`src/rtl/cdb_arbiter_if.sv`:
```
// Producer and CDB signal bundle for the CDB arbiter.
// Master is the producer/snooper side, slave is the arbiter.
interface cdb_arbiter_if #(
    parameter int TAG_WIDTH  = 4,
    parameter int DATA_WIDTH = 32
);
    logic                  alu_valid_in;
    logic [TAG_WIDTH-1:0]  alu_tag_in;
    logic [DATA_WIDTH-1:0] alu_result_in;
    logic                  alu_ready_out;

    logic                  lsb_valid_in;
    logic [TAG_WIDTH-1:0]  lsb_tag_in;
    logic [DATA_WIDTH-1:0] lsb_result_in;
    logic                  lsb_ready_out;

    logic                  cdb_valid_out;
    logic [TAG_WIDTH-1:0]  cdb_tag_out;
    logic [DATA_WIDTH-1:0] cdb_result_out;
    logic                  cdb_src_out;

    modport master (
        output alu_valid_in, alu_tag_in, alu_result_in,
        output lsb_valid_in, lsb_tag_in, lsb_result_in,
        input  alu_ready_out, lsb_ready_out,
        input  cdb_valid_out, cdb_tag_out, cdb_result_out, cdb_src_out
    );

    modport slave (
        input  alu_valid_in, alu_tag_in, alu_result_in,
        input  lsb_valid_in, lsb_tag_in, lsb_result_in,
        output alu_ready_out, lsb_ready_out,
        output cdb_valid_out, cdb_tag_out, cdb_result_out, cdb_src_out
    );
endinterface

```
`src/rtl/cdb_arbiter.sv`:
```
// Common data bus arbiter: two result FIFOs (ALU, LSB) drained
// round-robin onto a registered CDB; flushed by rst or rollback.
module cdb_arbiter #(
    parameter int TAG_WIDTH  = 4,
    parameter int DATA_WIDTH = 32,
    parameter int DEPTH      = 4
) (
    input  logic         clk,
    input  logic         rst,
    input  logic         rollback_in,
    cdb_arbiter_if.slave bus
);
    localparam int PW = (DEPTH > 1) ? $clog2(DEPTH) : 1;
    localparam int CW = PW + 1;

    typedef logic [PW-1:0]         ptr_t;
    typedef logic [CW-1:0]         cnt_t;
    typedef logic [TAG_WIDTH-1:0]  tag_t;
    typedef logic [DATA_WIDTH-1:0] dat_t;

    // Index 0 is the ALU FIFO, index 1 the LSB FIFO.
    tag_t tag_mem_q [2][DEPTH];
    dat_t dat_mem_q [2][DEPTH];

    ptr_t wr_ptr_q [2];
    ptr_t wr_ptr_d [2];
    ptr_t rd_ptr_q [2];
    ptr_t rd_ptr_d [2];
    cnt_t cnt_q    [2];
    cnt_t cnt_d    [2];

    logic last_q, last_d;
    logic cdb_v_q, cdb_v_d;
    tag_t cdb_tag_q, cdb_tag_d;
    dat_t cdb_res_q, cdb_res_d;
    logic cdb_src_q, cdb_src_d;

    logic       flush;
    logic [1:0] in_valid;
    tag_t       in_tag [2];
    dat_t       in_dat [2];
    logic [1:0] nonempty;
    logic [1:0] ready;
    logic [1:0] push;
    logic [1:0] pop;
    logic       grant_v;
    logic       win;

    assign flush     = rst | rollback_in;
    assign in_valid  = {bus.lsb_valid_in, bus.alu_valid_in};
    assign in_tag[0] = bus.alu_tag_in;
    assign in_tag[1] = bus.lsb_tag_in;
    assign in_dat[0] = bus.alu_result_in;
    assign in_dat[1] = bus.lsb_result_in;

    // Handshake: a full FIFO refuses input even while it pops.
    always_comb begin
        nonempty = '0;
        ready    = '0;
        for (int s = 0; s < 2; s++) begin
            nonempty[s] = (cnt_q[s] != '0);
            ready[s]    = (cnt_q[s] < cnt_t'(DEPTH)) && !flush;
        end
        push = in_valid & ready;
    end

    // Round-robin pick over the registered FIFO heads.
    always_comb begin
        grant_v = |nonempty;
        win     = (&nonempty) ? ~last_q : nonempty[1];
        pop     = '0;
        if (grant_v && !flush) begin
            pop[win] = 1'b1;
        end
    end

    // Next-state for pointers, counts, last grant and CDB.
    always_comb begin
        for (int s = 0; s < 2; s++) begin
            wr_ptr_d[s] = wr_ptr_q[s] + ptr_t'(push[s]);
            rd_ptr_d[s] = rd_ptr_q[s] + ptr_t'(pop[s]);
            cnt_d[s]    = cnt_q[s] + cnt_t'(push[s])
                        - cnt_t'(pop[s]);
        end
        last_d    = last_q;
        cdb_v_d   = 1'b0;
        cdb_tag_d = '0;
        cdb_res_d = '0;
        cdb_src_d = 1'b0;
        if (flush) begin
            for (int s = 0; s < 2; s++) begin
                wr_ptr_d[s] = '0;
                rd_ptr_d[s] = '0;
                cnt_d[s]    = '0;
            end
            last_d = 1'b1;
        end else if (grant_v) begin
            last_d    = win;
            cdb_v_d   = 1'b1;
            cdb_tag_d = tag_mem_q[win][rd_ptr_q[win]];
            cdb_res_d = dat_mem_q[win][rd_ptr_q[win]];
            cdb_src_d = win;
        end
    end

    // Control state register; flushing is folded into the _d logic.
    always_ff @(posedge clk) begin
        wr_ptr_q  <= wr_ptr_d;
        rd_ptr_q  <= rd_ptr_d;
        cnt_q     <= cnt_d;
        last_q    <= last_d;
        cdb_v_q   <= cdb_v_d;
        cdb_tag_q <= cdb_tag_d;
        cdb_res_q <= cdb_res_d;
        cdb_src_q <= cdb_src_d;
    end

    // FIFO storage write at the tail on an accepted handshake.
    always_ff @(posedge clk) begin
        for (int s = 0; s < 2; s++) begin
            if (push[s]) begin
                tag_mem_q[s][wr_ptr_q[s]] <= in_tag[s];
                dat_mem_q[s][wr_ptr_q[s]] <= in_dat[s];
            end
        end
    end

    assign bus.alu_ready_out  = ready[0];
    assign bus.lsb_ready_out  = ready[1];
    assign bus.cdb_valid_out  = cdb_v_q;
    assign bus.cdb_tag_out    = cdb_tag_q;
    assign bus.cdb_result_out = cdb_res_q;
    assign bus.cdb_src_out    = cdb_src_q;
endmodule
```
`src/flat_wrapper.sv`:
```
// flat-port wrapper written by rule: the top's interface ports become plain ports
module cdb_arbiter_flat 
#(
    parameter int TAG_WIDTH  = 4,
    parameter int DATA_WIDTH = 32,
    parameter int DEPTH      = 4
)
  (clk, rst, rollback_in, bus_alu_valid_in, bus_alu_tag_in, bus_alu_result_in, bus_lsb_valid_in, bus_lsb_tag_in, bus_lsb_result_in, bus_alu_ready_out, bus_lsb_ready_out, bus_cdb_valid_out, bus_cdb_tag_out, bus_cdb_result_out, bus_cdb_src_out);
  cdb_arbiter_if #(.TAG_WIDTH(TAG_WIDTH), .DATA_WIDTH(DATA_WIDTH)) bus_i ();
  input  logic clk;
  input  logic rst;
  input  logic rollback_in;
  input wire logic [$bits(bus_i.alu_valid_in)-1:0] bus_alu_valid_in;
  input wire logic [$bits(bus_i.alu_tag_in)-1:0] bus_alu_tag_in;
  input wire logic [$bits(bus_i.alu_result_in)-1:0] bus_alu_result_in;
  input wire logic [$bits(bus_i.lsb_valid_in)-1:0] bus_lsb_valid_in;
  input wire logic [$bits(bus_i.lsb_tag_in)-1:0] bus_lsb_tag_in;
  input wire logic [$bits(bus_i.lsb_result_in)-1:0] bus_lsb_result_in;
  output wire logic [$bits(bus_i.alu_ready_out)-1:0] bus_alu_ready_out;
  output wire logic [$bits(bus_i.lsb_ready_out)-1:0] bus_lsb_ready_out;
  output wire logic [$bits(bus_i.cdb_valid_out)-1:0] bus_cdb_valid_out;
  output wire logic [$bits(bus_i.cdb_tag_out)-1:0] bus_cdb_tag_out;
  output wire logic [$bits(bus_i.cdb_result_out)-1:0] bus_cdb_result_out;
  output wire logic [$bits(bus_i.cdb_src_out)-1:0] bus_cdb_src_out;
  assign bus_i.alu_valid_in = bus_alu_valid_in;
  assign bus_i.alu_tag_in = bus_alu_tag_in;
  assign bus_i.alu_result_in = bus_alu_result_in;
  assign bus_i.lsb_valid_in = bus_lsb_valid_in;
  assign bus_i.lsb_tag_in = bus_lsb_tag_in;
  assign bus_i.lsb_result_in = bus_lsb_result_in;
  assign bus_alu_ready_out = bus_i.alu_ready_out;
  assign bus_lsb_ready_out = bus_i.lsb_ready_out;
  assign bus_cdb_valid_out = bus_i.cdb_valid_out;
  assign bus_cdb_tag_out = bus_i.cdb_tag_out;
  assign bus_cdb_result_out = bus_i.cdb_result_out;
  assign bus_cdb_src_out = bus_i.cdb_src_out;
  cdb_arbiter #(.TAG_WIDTH(TAG_WIDTH), .DATA_WIDTH(DATA_WIDTH), .DEPTH(DEPTH)) u_core (.clk(clk), .rst(rst), .rollback_in(rollback_in), .bus(bus_i));
endmodule
```
`config.mk`:
```
export PLATFORM = sky130hd
export DESIGN_NAME = cdb_arbiter_flat
export DESIGN_NICKNAME = d
export VERILOG_FILES = /design/src/rtl/cdb_arbiter_if.sv /design/src/rtl/cdb_arbiter.sv /design/src/flat_wrapper.sv
export SDC_FILE = /design/constraint.sdc
export NUM_CORES = 1
export LEC_CHECK = 0
export CAP_MARGIN = 20
export CORE_MARGIN = 2
export CORE_UTILIZATION = 35
export CTS_CLUSTER_DIAMETER = 30
export CTS_CLUSTER_SIZE = 14
export DETAILED_ROUTE_END_ITERATION = 6
export DONT_BUFFER_PORTS = 1
export SYNTH_ARGS = -nofsm -noshare
export SYNTH_HDL_FRONTEND = slang
export SYNTH_SLANG_ARGS = --single-unit
```
`constraint.sdc`:
```
create_clock -name clk -period 6.56 [get_ports clk]
set_input_delay 1.312 -clock clk [delete_from_list [all_inputs] [get_ports clk]]
set_output_delay 1.312 -clock clk [all_outputs]
set_load 0.02 [all_outputs]
```
* After elaboration in Yosys (flattened, before gate mapping) *
Memory sizes are Yosys's and may differ from the RTL's.
Index checks and enable logic that the tools add are counted.

word-level totals
  flip-flop bits (word level) = 53
  latch bits = 0
  memory bits (writable) = 288
  memory bits (read-only) = 0
  input port bits = 77
  output and inout port bits = 40
  memories kept = 2

cells by class
  $add $sub $neg = 8
  multipliers = 0
  div/mod/pow operators = 0
  order comparisons = 10
  equal/unequal tests = 0
  shifts and indexed selects = 0
  multiplexer cells = 28
  bitwise logic cells = 8
  reduce and logical (&&, ||, !) cells = 12

memory list
  memory            words  width  rd ports  clocked after Yosys merged registers in  wr ports  RTL line           RTL
  u_core.dat_mem_q  2      128    1         0                                        2         cdb_arbiter.sv:23  dat_t dat_mem_q [2][DEPTH];
  u_core.tag_mem_q  2      16     1         0                                        2         cdb_arbiter.sv:22  tag_t tag_mem_q [2][DEPTH];

operators by type and width
  operator                                                               count
  128-bit two-way mux                                                    2
  32-bit demux with 2-bit select                                         2
  32-bit two-way mux                                                     4
  32-bit binary-select mux with 2-bit select                             1
  16-bit two-way mux                                                     2
  4-bit demux with 2-bit select                                          2
  4-bit two-way mux                                                      4
  3-bit >= comparator (second input constant)                            3
  2-bit NOT with 3-bit output                                            3
  2-bit by 1-bit adder with 2-bit output                                 4
  4-bit binary-select mux with 2-bit select                              1
  2-bit two-way mux                                                      4
  3-bit by 1-bit adder with 3-bit output                                 2
  1-bit logical AND                                                      6
  3-bit by 1-bit < comparator with 1-bit output (second input constant)  2
  3-bit < comparator (second input constant)                             2
  3-bit nonzero test                                                     2
  3-bit by 1-bit subtractor with 3-bit output                            2
  1-bit two-way mux                                                      5
  2-bit OR reduction                                                     2
  2-bit bitwise AND                                                      1
  2-bit >= comparator (second input constant)                            1
  1-bit by 2-bit < comparator with 1-bit output (second input constant)  1
  1-bit NOT                                                              2
  6 further kinds                                                        6

* Depth between registers and ports, before layout *
  word-level depth = 11
  gate-level depth with buffers = 13

* Least setup slack after synthesis *
Ideal clock, no wire load.

  path type = input to register
  start point = in rollback_in
  end point = mem u_core.dat_mem_q[0][100] (netlist bit) (enable)
  setup time = 0.482 ns
  arrival = 4.975 ns
  required time = 6.078 ns
  path slack = 1.103 ns
  stages = 4
  path buffers = 1
  cells stage by stage = or2_2 -> clkbuf_1 -> nor3b_1 -> nor3b_1

RTL lines
  element             RTL line            RTL
  start: declaration  flat_wrapper.sv:12  input logic rollback_in;
  end: declaration    cdb_arbiter.sv:23

* Final worst setup path *
  start point = in rollback_in
  end point = out bus_lsb_ready_out

on the way
  longest elaborated chain between the ends = 3

ends and longest elaborated chain
  element            RTL line            RTL
  1-bit OR           cdb_arbiter.sv:49   assign flush = rst | rollback_in;
  1-bit zero test    cdb_arbiter.sv:62   ready[s] = (cnt_q[s] < cnt_t'(DEPTH)) && !flush;
  1-bit logical AND  cdb_arbiter.sv:62
  end: declaration   flat_wrapper.sv:20  output wire logic [$bits(bus_i.lsb_ready_out)-1:0] bus_lsb_ready_out;

Every way passes these cells.

==> flow_summary_export.csv <==
group,metric,value,unit
place,gp_congestion,0.706,
pwr,switchingPower,1170,uW
clock_network,ctsHtreeMaxLevel,3,
timing,tightest_slew,1060,ps
clock_network,clkSlewWorstSetupHoldPaths,40,ps
die,initial_core_util,35.3,%
synth,ys_warn_count,0,
clock_network,clock-root-buffer,"clkbuf_16",
clock_network,cts_resized,0,
synth,syn_nets,824,
global_route,grt_pass1_wl,41.4,mm
final_layout,finalNonFillerCells,1311,
pwr,pwr_density_cell,385,mW/mm^2
timing,finalSetupViolations,0,
setup_path,cpMaxStageDelayCell,"or2_2",
setup_path,crit_path_max_incr_delay,430,ps
clock_network,numCtsBuffers,70,
timing,layout_worst_path_cycle_share,52.5,%
setup_path,endpoint,"bus_lsb_ready_out",
setup_path,timing.reg2reg.worst_path_depth,8,
die,die_w,195,um
place,pre_cts_slack,2700,ps
die,die_h,195,um
pwr,p_int,4950,uW
drt,ant_nets,0,
setup_path,crit_path_start,"rollback_in",
drt,routed_wl,27.6,mm
timing,fin_crit,3440,ps
clock_network,cts_setup_buffers,0,
timing,max_freq,290,MHz
clock_network,clk_latency,560,ps
pwr,swShare,19.1,%
global_route,grt_use_met3,6.20,%
pwr,pwr-share-clk,59.4,%
job,drv_cap,0,
synth,async_reset_ff_share,0,%
pwr,power.leakage,0.00532,uW
setup_path,r2r_start,"u_core.cnt_q[2]",
die,core,0.0363,mm^2
setup_path,crit_type,"in -> out",
final_layout,final_core_util,43.7,%
setup_path,cp.arrival,2130,ps
drt,drt_pass1_iterations,4,
final_layout,fin_area,0.0159,mm^2
setup_path,cp.depth,2,
synth,yosys.cell_types.count,32,
final_layout,multi_input_area,0.00299,mm^2
timing,finalClockSkew,28.1,ps
drt,drc,0,
final_layout,fillCellCount,3131,
synth,synth_edf_count,288,
final_layout,layout-drive-gt1-share,16.4,%
synth,syn_area,0.0128,mm^2
synth,synth_area_leader_cell,"edfxtp_1",
clock_network,numClockSinks,341,
global_route,grt_max_degree,52,
setup_path,reg2reg_slack,3400,ps
run_status,status,"completed",
drt,vias,6447,
timing,slew_headroom,29.3,%
final_layout,area_delta_synth_final,23.7,%
synth,avgSynthCellArea,17.3,um^2
setup_path,startpoint_type,"input port",
synth,synth.top_cell.area_share,67.4,%
final_layout,area.sequential,0.00972,mm^2
die,io_pins,117,
setup_path,r2r_end,"u_core.cnt_q[2]",
pwr,ir_drop,0.203,mV
global_route,gr-usage-met2,23.5,%
global_route,top_usage_layer,"met2",
die,row_count,70,
setup_path,cp_cell_sequence,"or2_2 > nor2_1",
place,dp.cells,1183,
global_route,use_met1,17.5,%
drt,routedWlPerCell,21.1,um
synth,yosysSeqAreaShare,75.6,%
timing,fin_tns_setup,0,ps
synth,synth-main-ff-cell,"edfxtp_1",
drt,drtIter0Drc,280,
clock_network,cts_tree,"done",
die,die_area,0.0382,mm^2
timing,rsz0062_at_grt,"false",
synth,synth_top_cells_by_area,"edfxtp_1, mux2i_1, dfxtp_1",
timing,final_hold_viol_count,0,
timing,setup_ws,3120,ps
setup_path,crit_family,"simple AND/OR/NAND/NOR gates",
place,dpl.hpwl,15.9,mm
setup_path,required,5250,ps
final_layout,antennaDiodeCount,0,
setup_path,worstSetupEndpointType,"primary output",
place,place_area,0.0134,mm^2
clock_network,cts_buffer_depth,3,
place,numPortBuffers,0,
pwr,power_frac_seq,39.1,%
setup_path,worst-path-buf-inv,0,
setup_path,cp_max_fo,16,
pwr,power_frac_comb,1.5,%
final_layout,final_nets,870,
synth,ys_seq_elements,341,
global_route,overflow,0,
hold_path,hold_class,"reg -> reg",
global_route,grt_pass1_vias,6640,
global_route,antenna_found_initial,1,
global_route,grt_usage,14.7,%
clock_network,cts_hold_buffers,0,
synth,syn_inst,741,
timing,final-max-slew-violation-count,0,
drt,drt-vias-per-instance,4.92,
==> area by class of cell <==
class                           count  area share (%)
Timing Repair Buffer               12           0.694
Sequential cell                   341            61.2
Clock buffer                       93            12.2
Clock inverter                     35            3.37
Inverter                            4          0.0946
Multi-Input combinational cell    358            18.8
Tap cell                          468            3.69
==> placed cells by master, fill, tap and decap left out, drive strengths merged, types with 5 or more instances in the layout <==
| cell type | count |
|---|---|
| nand2 | 82 |
| edfxtp | 288 |
| nor2 | 14 |
| clkinv | 13 |
| a32o | 36 |
| mux2i | 181 |
| dfxtp | 53 |
| bufinv | 12 |
| inv | 8 |
| buf | 12 |
| xnor2 | 6 |
| and2 | 5 |
| clkbuf | 93 |
| clkinvlp | 6 |
==> through the flow <==
step	power [uW]	hold slack [ps]
2_1_floorplan	2500	427
3_3_place_gp	2520	467
3_5_place_dp	2520	458
4_1_cts	6180	472
5_1_grt	6300	489
6_report	6110	490
==> power by group through the flow <==
stage | sequential [uW] | clock (uW) | combinational, uW
2_1_floorplan | 2430 | 0 | 70.7
3_3_place_gp | 2430 | 0 | 90.3
3_5_place_dp | 2430 | 0 | 91.0
4_1_cts | 2390 | 3700 | 91.4
5_1_grt | 2390 | 3800 | 98.7
6_report | 2390 | 3630 | 89.2
==> worst min path at each step <==
stage / start / cells after the start / to
floorplan: u_core.rd_ptr_q[3] / 1 / u_core.rd_ptr_q[3]
global placement: u_core.rd_ptr_q[3] / 1 / u_core.rd_ptr_q[3]
detailed placement: u_core.rd_ptr_q[3] / 1 / u_core.rd_ptr_q[3]
CTS: u_core.rd_ptr_q[3] / 1 / u_core.rd_ptr_q[3]
global route: u_core.rd_ptr_q[3] / 1 / u_core.rd_ptr_q[3]
finish: u_core.rd_ptr_q[3] / 1 / u_core.rd_ptr_q[3]
==> cell usage after synthesis, drive strengths merged, types with 2 or more instances <==
| master | instances |
|---|---|
| and3 | 2 |
| nand2 | 82 |
| fa | 2 |
| clkbuf | 23 |
| xnor2 | 6 |
| o21ai | 2 |
| and2 | 5 |
| ha | 4 |
| nor3b | 3 |
| xor2 | 3 |
| mux2i | 181 |
| or2 | 2 |
| or3 | 2 |
| nor3 | 4 |
| nor2 | 14 |
| a21oi | 4 |
| inv | 4 |
| dfxtp | 53 |
| edfxtp | 288 |
| a32o | 36 |
| buf | 15 |
==> per-layer routing <==
layer | vias to the layer above | wire (um)
met5 | - | 0
met4 | 0 | 751
met3 | 57 | 2350
met2 | 172 | 13000
met1 | 3246 | 11500
li1 | 2972 | -
==> registers in the layout, indices dropped and copies added, names as in the netlist <==
register                   count
u_core.dat_mem_q             256
u_core.bus.cdb_result_out     32
u_core.tag_mem_q              32
u_core.cnt_q                   6
u_core.bus.cdb_tag_out         4
u_core.rd_ptr_q                4
u_core.wr_ptr_q                4
u_core.bus.cdb_src_out         1
u_core.bus.cdb_valid_out       1
u_core.last_q                  1
==> cells by family after synthesis <==
kind of cell	Yosys count	share of synthesized area, %
AND/OR/NAND/NOR	114	3.71
adder cells (fa/ha/maj)	6	0.702
multiplexers	181	14.1
flip-flops	341	75.6
AO/OA/AOI/OAI	48	3.63
buffers and inverters	42	1.58
XOR/XNOR	9	0.614
Note: power is estimated with default switching activity, not from simulation.
